==> src/rtl/hamming_secded_codec.sv <==
// Pipelined Hamming SECDED encoder/decoder with a one-deep registered output stage,
// valid/ready handshakes and saturating single/double error counters.
module hamming_secded_codec #(
  parameter int unsigned N     = 7,
  parameter int unsigned R     = 4,
  parameter int unsigned CNT_W = 16
) (
  input  logic             clk,
  input  logic             rst_n,
  input  logic             in_valid,
  output logic             in_ready,
  input  logic             mode,
  input  logic [1:N]       data_in,
  input  logic [1:N+R+1]   code_in,
  output logic             out_valid,
  input  logic             out_ready,
  output logic [1:N]       data_out,
  output logic [1:N+R+1]   code_out,
  output logic [R-1:0]     syndrome,
  output logic             err_single,
  output logic             err_double,
  output logic [CNT_W-1:0] single_cnt,
  output logic [CNT_W-1:0] double_cnt,
  input  logic             cnt_clr
);
  localparam int unsigned L = N + R + 1;
  localparam logic [CNT_W-1:0] CntMax = '1;

  if ((1 << R) < L) begin : g_param_check
    $fatal(1, "hamming_secded_codec: 2^R must be >= N+R+1");
  end

  // Codeword position carrying data bit j; data_in[N] takes the highest non-power-of-two slot.
  function automatic int data_pos(int j);
    int k;
    data_pos = 0;
    k = N;
    for (int p = N + R; p >= 1; p--) begin
      if ((p & (p - 1)) != 0) begin
        if (k == j) data_pos = p;
        k--;
      end
    end
  endfunction

  logic [1:L]       enc_code;
  logic [R-1:0]     dec_syn;
  logic             dec_par;
  logic             dec_single;
  logic             dec_double;
  logic [1:L]       dec_code;
  logic [1:N]       dec_data;
  logic             xfer;

  logic             valid_q;
  logic [1:N]       data_q;
  logic [1:L]       code_q;
  logic [R-1:0]     syn_q;
  logic             single_q;
  logic             double_q;
  logic [CNT_W-1:0] single_cnt_q, single_cnt_d;
  logic [CNT_W-1:0] double_cnt_q, double_cnt_d;

  always_comb begin
    enc_code = '0;
    for (int j = 1; j <= N; j++) enc_code[data_pos(j)] = data_in[j];
    for (int i = 0; i < R; i++) begin
      for (int p = 1; p <= N + R; p++) begin
        if (p[i] && (p != (1 << i))) enc_code[1 << i] ^= enc_code[p];
      end
    end
    enc_code[L] = ^enc_code[1:N+R];
  end

  always_comb begin
    dec_syn = '0;
    for (int i = 0; i < R; i++) begin
      for (int p = 1; p <= N + R; p++) begin
        if (p[i]) dec_syn[i] ^= code_in[p];
      end
    end
    dec_par    = ^code_in;
    // Odd overall parity with a syndrome pointing inside the word is a correctable single error.
    dec_single = dec_par && (32'(dec_syn) <= N + R);
    dec_double = (dec_syn != '0) && !dec_single;

    dec_code = code_in;
    if (dec_single) begin
      if (dec_syn == '0) begin
        dec_code[L] = ~code_in[L];
      end else begin
        for (int p = 1; p <= N + R; p++) begin
          if (dec_syn == R'(p)) dec_code[p] = ~code_in[p];
        end
      end
    end
    dec_data = '0;
    for (int j = 1; j <= N; j++) dec_data[j] = dec_code[data_pos(j)];
  end

  assign in_ready = !valid_q || out_ready;
  assign xfer     = in_valid && in_ready;

  always_comb begin
    single_cnt_d = single_cnt_q;
    double_cnt_d = double_cnt_q;
    if (cnt_clr) begin
      single_cnt_d = '0;
      double_cnt_d = '0;
    end else if (xfer && mode) begin
      if (dec_single && single_cnt_q != CntMax) single_cnt_d = single_cnt_q + CNT_W'(1);
      if (dec_double && double_cnt_q != CntMax) double_cnt_d = double_cnt_q + CNT_W'(1);
    end
  end

  always_ff @(posedge clk or negedge rst_n) begin
    if (!rst_n) begin
      valid_q      <= 1'b0;
      data_q       <= '0;
      code_q       <= '0;
      syn_q        <= '0;
      single_q     <= 1'b0;
      double_q     <= 1'b0;
      single_cnt_q <= '0;
      double_cnt_q <= '0;
    end else begin
      if (xfer) begin
        valid_q  <= 1'b1;
        data_q   <= mode ? dec_data : data_in;
        code_q   <= mode ? dec_code : enc_code;
        syn_q    <= mode ? dec_syn : '0;
        single_q <= mode && dec_single;
        double_q <= mode && dec_double;
      end else if (out_ready) begin
        valid_q <= 1'b0;
      end
      single_cnt_q <= single_cnt_d;
      double_cnt_q <= double_cnt_d;
    end
  end

  assign out_valid  = valid_q;
  assign data_out   = data_q;
  assign code_out   = code_q;
  assign syndrome   = syn_q;
  assign err_single = single_q;
  assign err_double = double_q;
  assign single_cnt = single_cnt_q;
  assign double_cnt = double_cnt_q;

endmodule

==> config.mk <==
export PLATFORM = sky130hd
export DESIGN_NAME = hamming_secded_codec
export DESIGN_NICKNAME = d
export VERILOG_FILES = /design/src/rtl/hamming_secded_codec.sv
export SDC_FILE = /design/constraint.sdc
export NUM_CORES = 1
export LEC_CHECK = 0
export ABC_AREA = 1
export CORE_UTILIZATION = 56
export CTS_CLUSTER_SIZE = 8
export DETAILED_ROUTE_END_ITERATION = 10
export GPL_TIMING_DRIVEN = 0
export PLACE_DENSITY = 0.9
export SLEW_MARGIN = 25
export SYNTH_ARGS = -nofsm -noshare
export SYNTH_HDL_FRONTEND = slang
export SYNTH_SLANG_ARGS = --single-unit
==> constraint.sdc <==
create_clock -name clk -period 5.7 [get_ports clk]
set_clock_uncertainty 0.2 [all_clocks]
set_input_delay 0.855 -clock clk [delete_from_list [all_inputs] [get_ports clk]]
set_output_delay 0.855 -clock clk [all_outputs]
set_load 0.005 [all_outputs]
==> metrics.md, run 1 <==
| Metric | Value |
|---|---|
| Gr usage total | 0.293 |
| CP top delay family | simple AND/OR/NAND/NOR gates |
| Setup TNS Final | 0 ps |
| Share of cells above drive strength 1 | 0.0592 |
| Dpl cells | just under 800 |
| WHS Endpoint | syndrome[2] |
| Synthesized area per cell | between 6 and 7 sq um |
| Drt pass-1 iters | 7 |
| Synth unique cells | 28 |
| Max transition margin | 0.571 |
| Hold path cells | 2 |
| Core ar. | about 6800 sq um |
| CP Class | input pin to register |
| Worst-path clk slew | 90 ps |
| Root Driver | clkbuf_8 |
| Placement-stage cell area | 4840 sq um |
| CP max FO | 8 |
| Post-CTS setup repair buffer count | 0 |
| PwrDens | 203 nW/um^2 |
| Total power | roughly 1 mW |
| R2R Setup Slk | 3300 ps |
| Detail Route Antenna Nets | 0 |
| GR Overflow Total | 0 |
| Max Cap Violations | 0 |
| Most frequent CP cell | nand2_1 |
| Worst path required time | 5700 ps |
| Ant diodes | 0 |
| EDFF count, synth | 0 |
| Cell count after synthesis | ~600 |
| Fin crit period | 2990 ps |
| Outcome | completed |
| Final slew viol count | 0 |
| Yosys top cell area share | 0.326 |
| DRT iter0 DRCs | 288 |
| Place WS | around 2400 ps |
| CTS buffer count | 5 |
| DRC Markers | 0 |
| Via count | 4239 |
| Largest net degree at the start of global routing | 52 |
| Top-count cell post-synth | nand2_1 |
| Hold Buf Count CTS | 0 |
| Top_reg_cell synth | dfrtp_1 |
| RD Place Congestion | roughly 0.97 |
| Cell Area, Synth | 3920 sq um |
| Io pins | 84 |
| Port-buffer cells | 80 |
| Worst path bufs/invs | 3 |
| Most frequent cells after synthesis | nand2_1, nand3_1, nor2_1 |
| Fmax | 334 MHz |
| Max Buffers Root-to-Sink | 2 |
| Final core occ | 0.729 |
| Design Area, Final | 4950 sq um |
| Hold/Removal Path Class | register to register |
| Vias in the first global route | 3785 |
| Reg2reg path depth | 8 |
| Fraction of registers with async set/reset | 1.00 |
| Non-Filler Instances | 788 |
| CP Capture Type | register |
| Post-CTS resize count | 0 |
| CTS tree | done |
| Crit-path cells | clkdlybuf4s50_1 -> inv_2 -> nand2_1 -> nand2_2 -> xor2_1 -> inv_1 -> nor2_1 -> nand3_1 -> nand2_1 -> nand3_1 -> nand2_1 -> nand2_1 |
| Crit path max-delay cell type | clkdlybuf4s50_1 |
| Area contributors post-synth | dfrtp_1, nand2_1, nand3_1 |
| # rows | 30 |
| Final hold viol count | 0 |
| FF+latch count, synth | 51 |
| RSZ-0062 raised after global routing | no |
| Syn Nets | 631 |
| Peak supply drop | 0.000113 V |
| Drt total wl | a little over 10000 um |
| Starting Density | 0.577 |
| Leakage | 2.41 nW |
| Top cell type by total area after synthesis | dfrtp_1 |
| Nets | 718 |
| Worst-margin pin slew | roughly 640 ps |
| Die width | 85.6 um |
| Hold Worst Slack | 306 ps |
| Fin worst setup slack | 2710 ps |
| Die height | 85.6 um |
| Fillers | 537 |
| Hold Startpoint | syndrome[2] |
| Detail Placement HPWL | 7910 um |
| Final-report setup violation count | 0 |
| First-pass GRT wire length | 17400 um |
| Via/cell ratio | 5.38 |
| YS warnings | 0 |
| Sequential element share of the synthesized area | 0.326 |
| Reg2reg end | single_cnt[15] |
| Avg WL per Cell | 13.2 um |
| R2R Path Start | single_cnt[0] |
| Critical path's largest stage delay | 600 ps |
| Nature of the critical path startpoint | input pin |
| Die footprint | 7330 sq um |
| H-tree depth | 2 |
| Area grow syn2layout | 26.4% |
| Initial antenna violation count | 0 |
| Clock Sinks | 51 |
| Worst EP arrival | 3000 ps |
| Later-pin clock latency in the skew report | 310 ps |
| Final worst-path cycle share | 0.525 |
-- cells in the final DEF, fill, tap and decap left out, types with 3 or more instances in the layout --
master	synthesis	layout
a21oi_1	7	7
buf_2	5	5
buf_4	9	10
buf_6	3	3
clkbuf_1	9	9
clkbuf_8	0	5
clkdlybuf4s50_1	0	79
dfrtp_1	51	51
inv_1	40	40
inv_2	5	5
nand2_1	220	220
nand2_2	4	4
nand3_1	97	97
nand4_1	20	20
nor2_1	62	62
nor3_1	6	6
o21ai_0	10	10
xnor2_1	11	11
xor2_1	31	31
-- logic make-up after synthesis --
group / synth area share
DFF: 0.326
AOI/OAI and AO/OA: 0.0303
xor gates and xnor gates: 0.0939
adders and majority gates: 0.00639
buffers and inverters: 0.0850
and+or+nand+nor: 0.459
-- cell type report --
type / instances / area, sq um / share of cell area
tap: 96 / 120 / 0.0243
sequential: 51 / 1280 / 0.258
inverter: 45 / 169 / 0.0341
clock inverter: 3 / 46.3 / 0.00935
timing repair buffer: 80 / 798 / 0.161
buffer: 27 / 164 / 0.0331
multi-input combinational: 481 / 2310 / 0.466
clock buffer: 5 / 68.8 / 0.0139
-- how the worst max path moves through the flow --
stage,startpoint,end,cells after the start
finish,code_in[7],code_out[9],12
global route,code_in[9],single_cnt[15],13
CTS,out_ready,in_ready,4
detailed placement,code_in[8],single_cnt[9],15
global placement,rst_n,double_cnt[0],1
floorplan,code_in[3],double_cnt[2],15
-- worst min-delay path: cells and delay by family, from the launching register on --
family             cells  cell delay (ps)
AOI/OAI and AO/OA      1               60
and+or+nand+nor        1               60
DFF                    1              360
-- power breakdown --
part | leakage (nW) | switching (mW) | internal [mW] | total, mW
Sequential | 0.676 | 0.0236 | 0.389 | 0.413
Clock | 0.0548 | 0.129 | 0.132 | 0.262
Combinational | 1.68 | 0.182 | 0.149 | 0.330
-- routing by layer --
layer,track usage,routed length [um]
met1,0.405,4590
met2,0.484,4970
met3,0.0395,740
met4,0.0773,91
met5,0,0
-- registers in the layout, summed over array words and instances, names as in the netlist --
name,cells
double_cnt,16
single_cnt,16
code_out,12
syndrome,4
err_double,1
err_single,1
out_valid,1
Power figures use the tool's default switching activity.
==> inputs of run 2 (changes only) <==
Settings changed: CORE_UTILIZATION 56 to 47, PLACE_DENSITY 0.9 to 0.81.
Clock period 5.7 ns to 2.6 ns, I/O delays scaled along.
==> run 2 against run 1 <==
Worst hold slack lost 7.9 ps. Global-route usage shrank 3.2 points. Design area grew 1.1%. Sequential power grew 120%. Worst setup slack lost 2600 ps. Cell count grew 0.89%. Critical path depth shrank 1. Via count grew 1.5%. Highest routed layer unchanged.
==> metrics.md, run 2 (synthesis results as in run 1) <==
| Metric | Value |
|---|---|
| CTS tree | done (unchanged) |
| Avg WL per Cell | 13.8 um (was 13.2 um) |
| Initial antenna violation count | 0 (unchanged) |
| Die footprint | 8700 sq um (was 7330 sq um) |
| Fillers | 741 (was 537) |
| Worst path required time | 2610 ps (was 5700 ps) |
| R2R Setup Slk | 240 ps (was 3300 ps) |
| First-pass GRT wire length | 18100 um (was 17400 um) |
| Area grow syn2layout | 27.8% (was 26.4%) |
| GR Overflow Total | 0 (unchanged) |
| Worst path bufs/invs | 3 (unchanged) |
| DRC Markers | 0 (unchanged) |
| Final hold viol count | 0 (unchanged) |
| Via/cell ratio | 5.41 (was 5.38) |
| CP Capture Type | register (unchanged) |
| Ant diodes | 0 (unchanged) |
| Non-Filler Instances | 795 (was 788) |
| Drt total wl | 11000 um (was 10400 um) |
| Final-report setup violation count | 0 (unchanged) |
| Hold/Removal Path Class | register to register (unchanged) |
| Largest net degree at the start of global routing | 52 (unchanged) |
| Most frequent CP cell | nand2_1 (unchanged) |
| Max Buffers Root-to-Sink | 2 (unchanged) |
| Crit-path cells | clkdlybuf4s50_1 -> xor2_1 -> xor2_4 -> inv_1 -> nand2_1 -> nand2_4 -> nor2_2 -> o21ai_2 -> buf_6 -> nand3_1 -> nand2_1 (was clkdlybuf4s50_1 -> inv_2 -> nand2_1 -> nand2_2 -> xor2_1 -> inv_1 -> nor2_1 -> nand3_1 -> nand2_1 -> nand3_1 -> nand2_1 -> nand2_1) |
| Detail Placement HPWL | 8300 um (was 7910 um) |
| Worst-path clk slew | 100 ps (was 90 ps) |
| CP max FO | 10 (was 8) |
| Root Driver | clkbuf_8 (unchanged) |
| Leakage | 2.42 nW (was 2.41 nW) |
| Share of cells above drive strength 1 | 0.0707 (was 0.0592) |
| Fin worst setup slack | 114 ps (was 2710 ps) |
| Peak supply drop | 0.000259 V (was 0.000113 V) |
| H-tree depth | 2 (unchanged) |
| Dpl cells | 786 (was 780) |
| Critical path's largest stage delay | 620 ps (was 600 ps) |
| CTS buffer count | 5 (unchanged) |
| Die width | 93.3 um (was 85.6 um) |
| Nets | 719 (was 718) |
| Core ar. | 7890 sq um (was 6790 sq um) |
| Final worst-path cycle share | 0.956 |
| Io pins | 84 (unchanged) |
| Later-pin clock latency in the skew report | 320 ps (was 310 ps) |
| Most common cell after layout, fill and taps aside | nand2_1 (unchanged) |
| CP top delay family | buffers and inverters (was simple AND/OR/NAND/NOR gates) |
| # rows | 32 (was 30) |
| Fin crit period | 2490 ps |
| Crit path max-delay cell type | clkdlybuf4s50_1 (unchanged) |
| Port-buffer cells | 80 (unchanged) |
| Clock Sinks | 51 (unchanged) |
| CP Class | input pin to register (unchanged) |
| PwrDens | 433 nW/um^2 (was 203 nW/um^2) |
| Nature of the critical path startpoint | input pin (unchanged) |
| Via count | 4301 (was 4239) |
| DRT iter0 DRCs | 277 (was 288) |
| Drt pass-1 iters | 5 (was 7) |
| RD Place Congestion | 0.939 (was 0.973) |
| Worst-margin pin slew | 657 ps (was 643 ps) |
| Fmax | just over 400 MHz |
| Outcome | completed (unchanged) |
| Starting Density | 0.497 (was 0.577) |
| Max transition margin | 0.562 (was 0.571) |
| Vias in the first global route | 3843 (was 3785) |
| Detail Route Antenna Nets | 0 (unchanged) |
| Worst EP arrival | 2490 ps (was 3000 ps) |
| Max Cap Violations | 0 (unchanged) |
| Commonest non-fill, non-tap cells in the layout | nand2_1, nand3_1, clkdlybuf4s50_1 (unchanged) |
| Gr usage total | 0.261 (was 0.293) |
| Final slew viol count | 0 (unchanged) |
| Die height | 93.3 um (was 85.6 um) |
| Place WS | -313 ps (was 2450 ps) |
[run 2: per-stage QoR]
step	util	instance area, sq um	power [mW]	hold WS [ps]	setup TNS, ps
6_report	0.635	5010	2.17	298	0
5_1_grt	0.635	5010	2.30	330	-340
4_1_cts	0.628	4950	2.15	303	0
3_5_place_dp	0.614	4840	1.65	261	-9040
3_3_place_gp	0.614	4850	1.63	265	-33880
2_1_floorplan	-	3920	1.31	-106	0
[run 2: layout make-up]
class,count,area (sq um),share of cell area
multi-input cells,481,2360,0.472
flip-flops and latches,51,1280,0.255
repair buffers,81,811,0.162
inverters,45,169,0.0337
plain buffers,27,164,0.0327
well taps,102,128,0.0255
clock buffers,5,68.8,0.0137
clock inverters,3,27.5,0.00550
[run 2: worst paths after layout]
path	from	to	cells past startpoint
worst max-delay path	code_in[4]	single_cnt[15]	11
worst min-delay path	code_out[2]	code_out[2]	2
worst max register to register	double_cnt[0]	double_cnt[10]	13
worst min register to register	code_out[2]	code_out[2]	2
max in group asynchronous	rst_n	syndrome[1]	2
min in group asynchronous	rst_n	single_cnt[14]	2
[run 2: per-layer routing]
layer / routed length (um) / share of wire / vias to the layer above / track usage
li1: - / - / 2118 / -
met1: 4850 / 0.44 / 1975 / 0.348
met2: 5190 / 0.47 / 184 / 0.436
met3: 740 / 0.067 / 24 / 0.0463
met4: 193 / 0.018 / 0 / 0.0667
met5: 0 / 0 / - / 0
[run 2: power by group]
part | internal [mW] | switching, mW
clock network | 0.200 | 0.302
registers | 0.854 | 0.0533
logic | 0.334 | 0.424
total | 1.39 | 0.779
[run 2: tightest hold or removal path: stages, from the launching register on]
cell	delay [ps]
dfrtp_1	360
nand2_1	60
nand2_1	50
[run 2: what timing repair did]
item / in CTS / in global routing
setup buffers: 0 / 0
endpoints found under the hold margin: 51 / 0
endpoints found under the setup margin: 0 / 34
hold buffers: 1 / 0
gates resized for setup: 0 / 12
==> inputs of run 3 (changes only) <==
Settings changed: GPL_TIMING_DRIVEN 0 to 1.
==> run 3 against run 2 <==
Worst setup slack gained 36 ps. First-iteration DRC count decreased by 1.4%. Core utilization is 1.9 points higher. Fmax rose by 1.5%. Design area increased by 2.9%. Wire length is 0.66% higher. Non-clock buffer count is 17 higher. Combinational power grew 3.8%. Count of clock-buffer cells in the layout up 1. Register-to-register slack got worse by 90 ps. Via count up 0.74%. Cell count increased by 2.1%. Largest cell class unchanged. Largest power group unchanged.
==> metrics.md, run 3 (synthesis results as in run 1) <==
| Metric | Value |
|---|---|
| Ant diodes | 0 (unchanged) |
| Total power | 2.27 mW (was 2.17 mW) |
| Vias in the first global route | 4068 (was 3843) |
| Final slew viol count | 0 (unchanged) |
| Gr usage total | 0.266 (was 0.261) |
| First-pass GRT wire length | 18500 um (was 18100 um) |
| Area grow syn2layout | 31.5% (was 27.8%) |
| Post-CTS setup repair buffer count | 0 (unchanged) |
| Fillers | 693 (was 741) |
| DRT iter0 DRCs | 273 (was 277) |
| Reg2reg path depth | 7 (was 13) |
| Via/cell ratio | 5.34 (was 5.41) |
| Setup TNS Final | 0 ps (unchanged) |
| Hold/Removal Path Class | register to register (unchanged) |
| Final-report setup violation count | 0 (unchanged) |
| # rows | 32 (unchanged) |
| Port-buffer cells | 83 (was 80) |
| Die footprint | 8700 sq um (unchanged) |
| H-tree depth | 2 (unchanged) |
| Clock Sinks | 51 (unchanged) |
| Fin crit period | 2450 ps (was 2490 ps) |
| Later-pin clock latency in the skew report | 310 ps (was 320 ps) |
| CTS buffer count | 5 (unchanged) |
| Fmax | 408 MHz (was 402 MHz) |
| R2R Path Start | single_cnt[0] (was double_cnt[0]) |
| Worst path required time | 2650 ps (was 2610 ps) |
| Root Driver | clkbuf_8 (unchanged) |
| Nature of the critical path startpoint | register (was input pin) |
| Via count | 4333 (was 4301) |
| Worst-margin pin slew | 640 ps (was 657 ps) |
| GR Overflow Total | 0 (unchanged) |
| CP Capture Type | register (unchanged) |
| Share of cells above drive strength 1 | 0.0944 (was 0.0707) |
| Max Buffers Root-to-Sink | 2 (unchanged) |
| Die width | 93.3 um (unchanged) |
| Fin worst setup slack | 150 ps (was 114 ps) |
| CP max FO | 16 (was 10) |
| Peak supply drop | 0.000260 V (was 0.000259 V) |
| Most common cell after layout, fill and taps aside | nand2_1 (unchanged) |
| Crit path from | single_cnt[0] (was code_in[4]) |
| Worst-path clk slew | 100 ps (about the same) |
| Core ar. | 7890 sq um (unchanged) |
| Non-Filler Instances | 812 (was 795) |
| Drt total wl | 11100 um (was 11000 um) |
| Drt pass-1 iters | 5 (unchanged) |
| Worst EP arrival | 2500 ps (was 2490 ps) |
| Avg WL per Cell | 13.6 um (was 13.8 um) |
| Initial antenna violation count | 0 (unchanged) |
| Hold Startpoint | code_out[1] (was code_out[2]) |
| Max Cap Violations | 0 (unchanged) |
| Starting Density | 0.497 (unchanged) |
| Outcome | completed (unchanged) |
| Dpl cells | 803 (was 786) |
| Final worst-path cycle share | 0.942 (was 0.956) |
| Largest net degree at the start of global routing | 28 (was 52) |
| Commonest non-fill, non-tap cells in the layout | nand2_1, nand3_1, clkdlybuf4s50_1 (unchanged) |
| R2R Setup Slk | 150 ps (was 240 ps) |
| RSZ-0062 raised after global routing | no |
| Io pins | 84 (unchanged) |
| Die height | 93.3 um (unchanged) |
| Nets | 736 (was 719) |
| PwrDens | 440 nW/um^2 (was 433 nW/um^2) |
| Detail Placement HPWL | 8520 um (was 8300 um) |
| Leakage | 2.54 nW (was 2.42 nW) |
| RD Place Congestion | 0.968 (was 0.939) |
| Max transition margin | 0.573 (was 0.562) |
| Hold path cells | 2 (unchanged) |
| DRC Markers | 0 (unchanged) |
| Place WS | -145 ps (was -313 ps) |
| Detail Route Antenna Nets | 0 (unchanged) |
| Final hold viol count | 0 (unchanged) |
| CTS tree | done (unchanged) |
| CP Class | register to register (was input pin to register) |
run 3: worst paths after layout:
check                                       to
worst min-delay path               code_out[1]
worst max register to register   single_cnt[7]
worst min register to register     code_out[1]
min in group asynchronous       single_cnt[11]
worst max-delay path             single_cnt[7]
max in group asynchronous          syndrome[1]
run 3: cell type report:
| cell class | count | area [sq um] | area share |
|---|---|---|---|
| Tap cell | 102 | 128 | 0.0248 |
| Inverter | 45 | 169 | 0.0328 |
| Clock inverter | 2 | 35.0 | 0.00680 |
| Timing Repair Buffer | 125 | 1140 | 0.222 |
| Clock buffer | 6 | 82.6 | 0.0160 |
| Multi-Input combinational cell | 481 | 2320 | 0.450 |
| Sequential cell | 51 | 1280 | 0.248 |
run 3: timing repair:
| item | CTS | global route |
|---|---|---|
| hold buffers | 1 | 0 |
| resized for setup | 0 | 2 |
| endpoints found under the setup margin | 0 | 15 |
| hold endpoints to repair | 19 | 0 |
run 3: per-stage QoR:
step           hold WS, ps  instance area (sq um)  utilization
2_1_floorplan         -106                   3920            -
3_3_place_gp           159                   5010        0.636
3_5_place_dp           165                   5010        0.636
4_1_cts                297                   5140        0.652
5_1_grt                326                   5150        0.653
6_report               296                   5150        0.653
run 3: power by group:
part	switching (mW)	internal [mW]	total, mW	leakage, nW
Clock	0.264	0.312	0.576	0.0612
Combinational	0.414	0.373	0.787	1.80
Sequential	0.0503	0.854	0.904	0.676
run 3: worst max-delay path, cell delays in order (launching register included):
cell     delay (ps)
dfrtp_1         460
ha_1            250
nand2_1          80
nor3_1          310
nand4_1         240
o21ai_2         570
nand3_1         160
nand2_1         110
run 3: routing by layer:
metal  vias up  wire length [um]  track usage
met5         -                 0            0
li1       2146                 -            -
met3        22               620       0.0350
met4         0               231       0.0769
met2       163              5200        0.437
met1      2002              5000        0.365
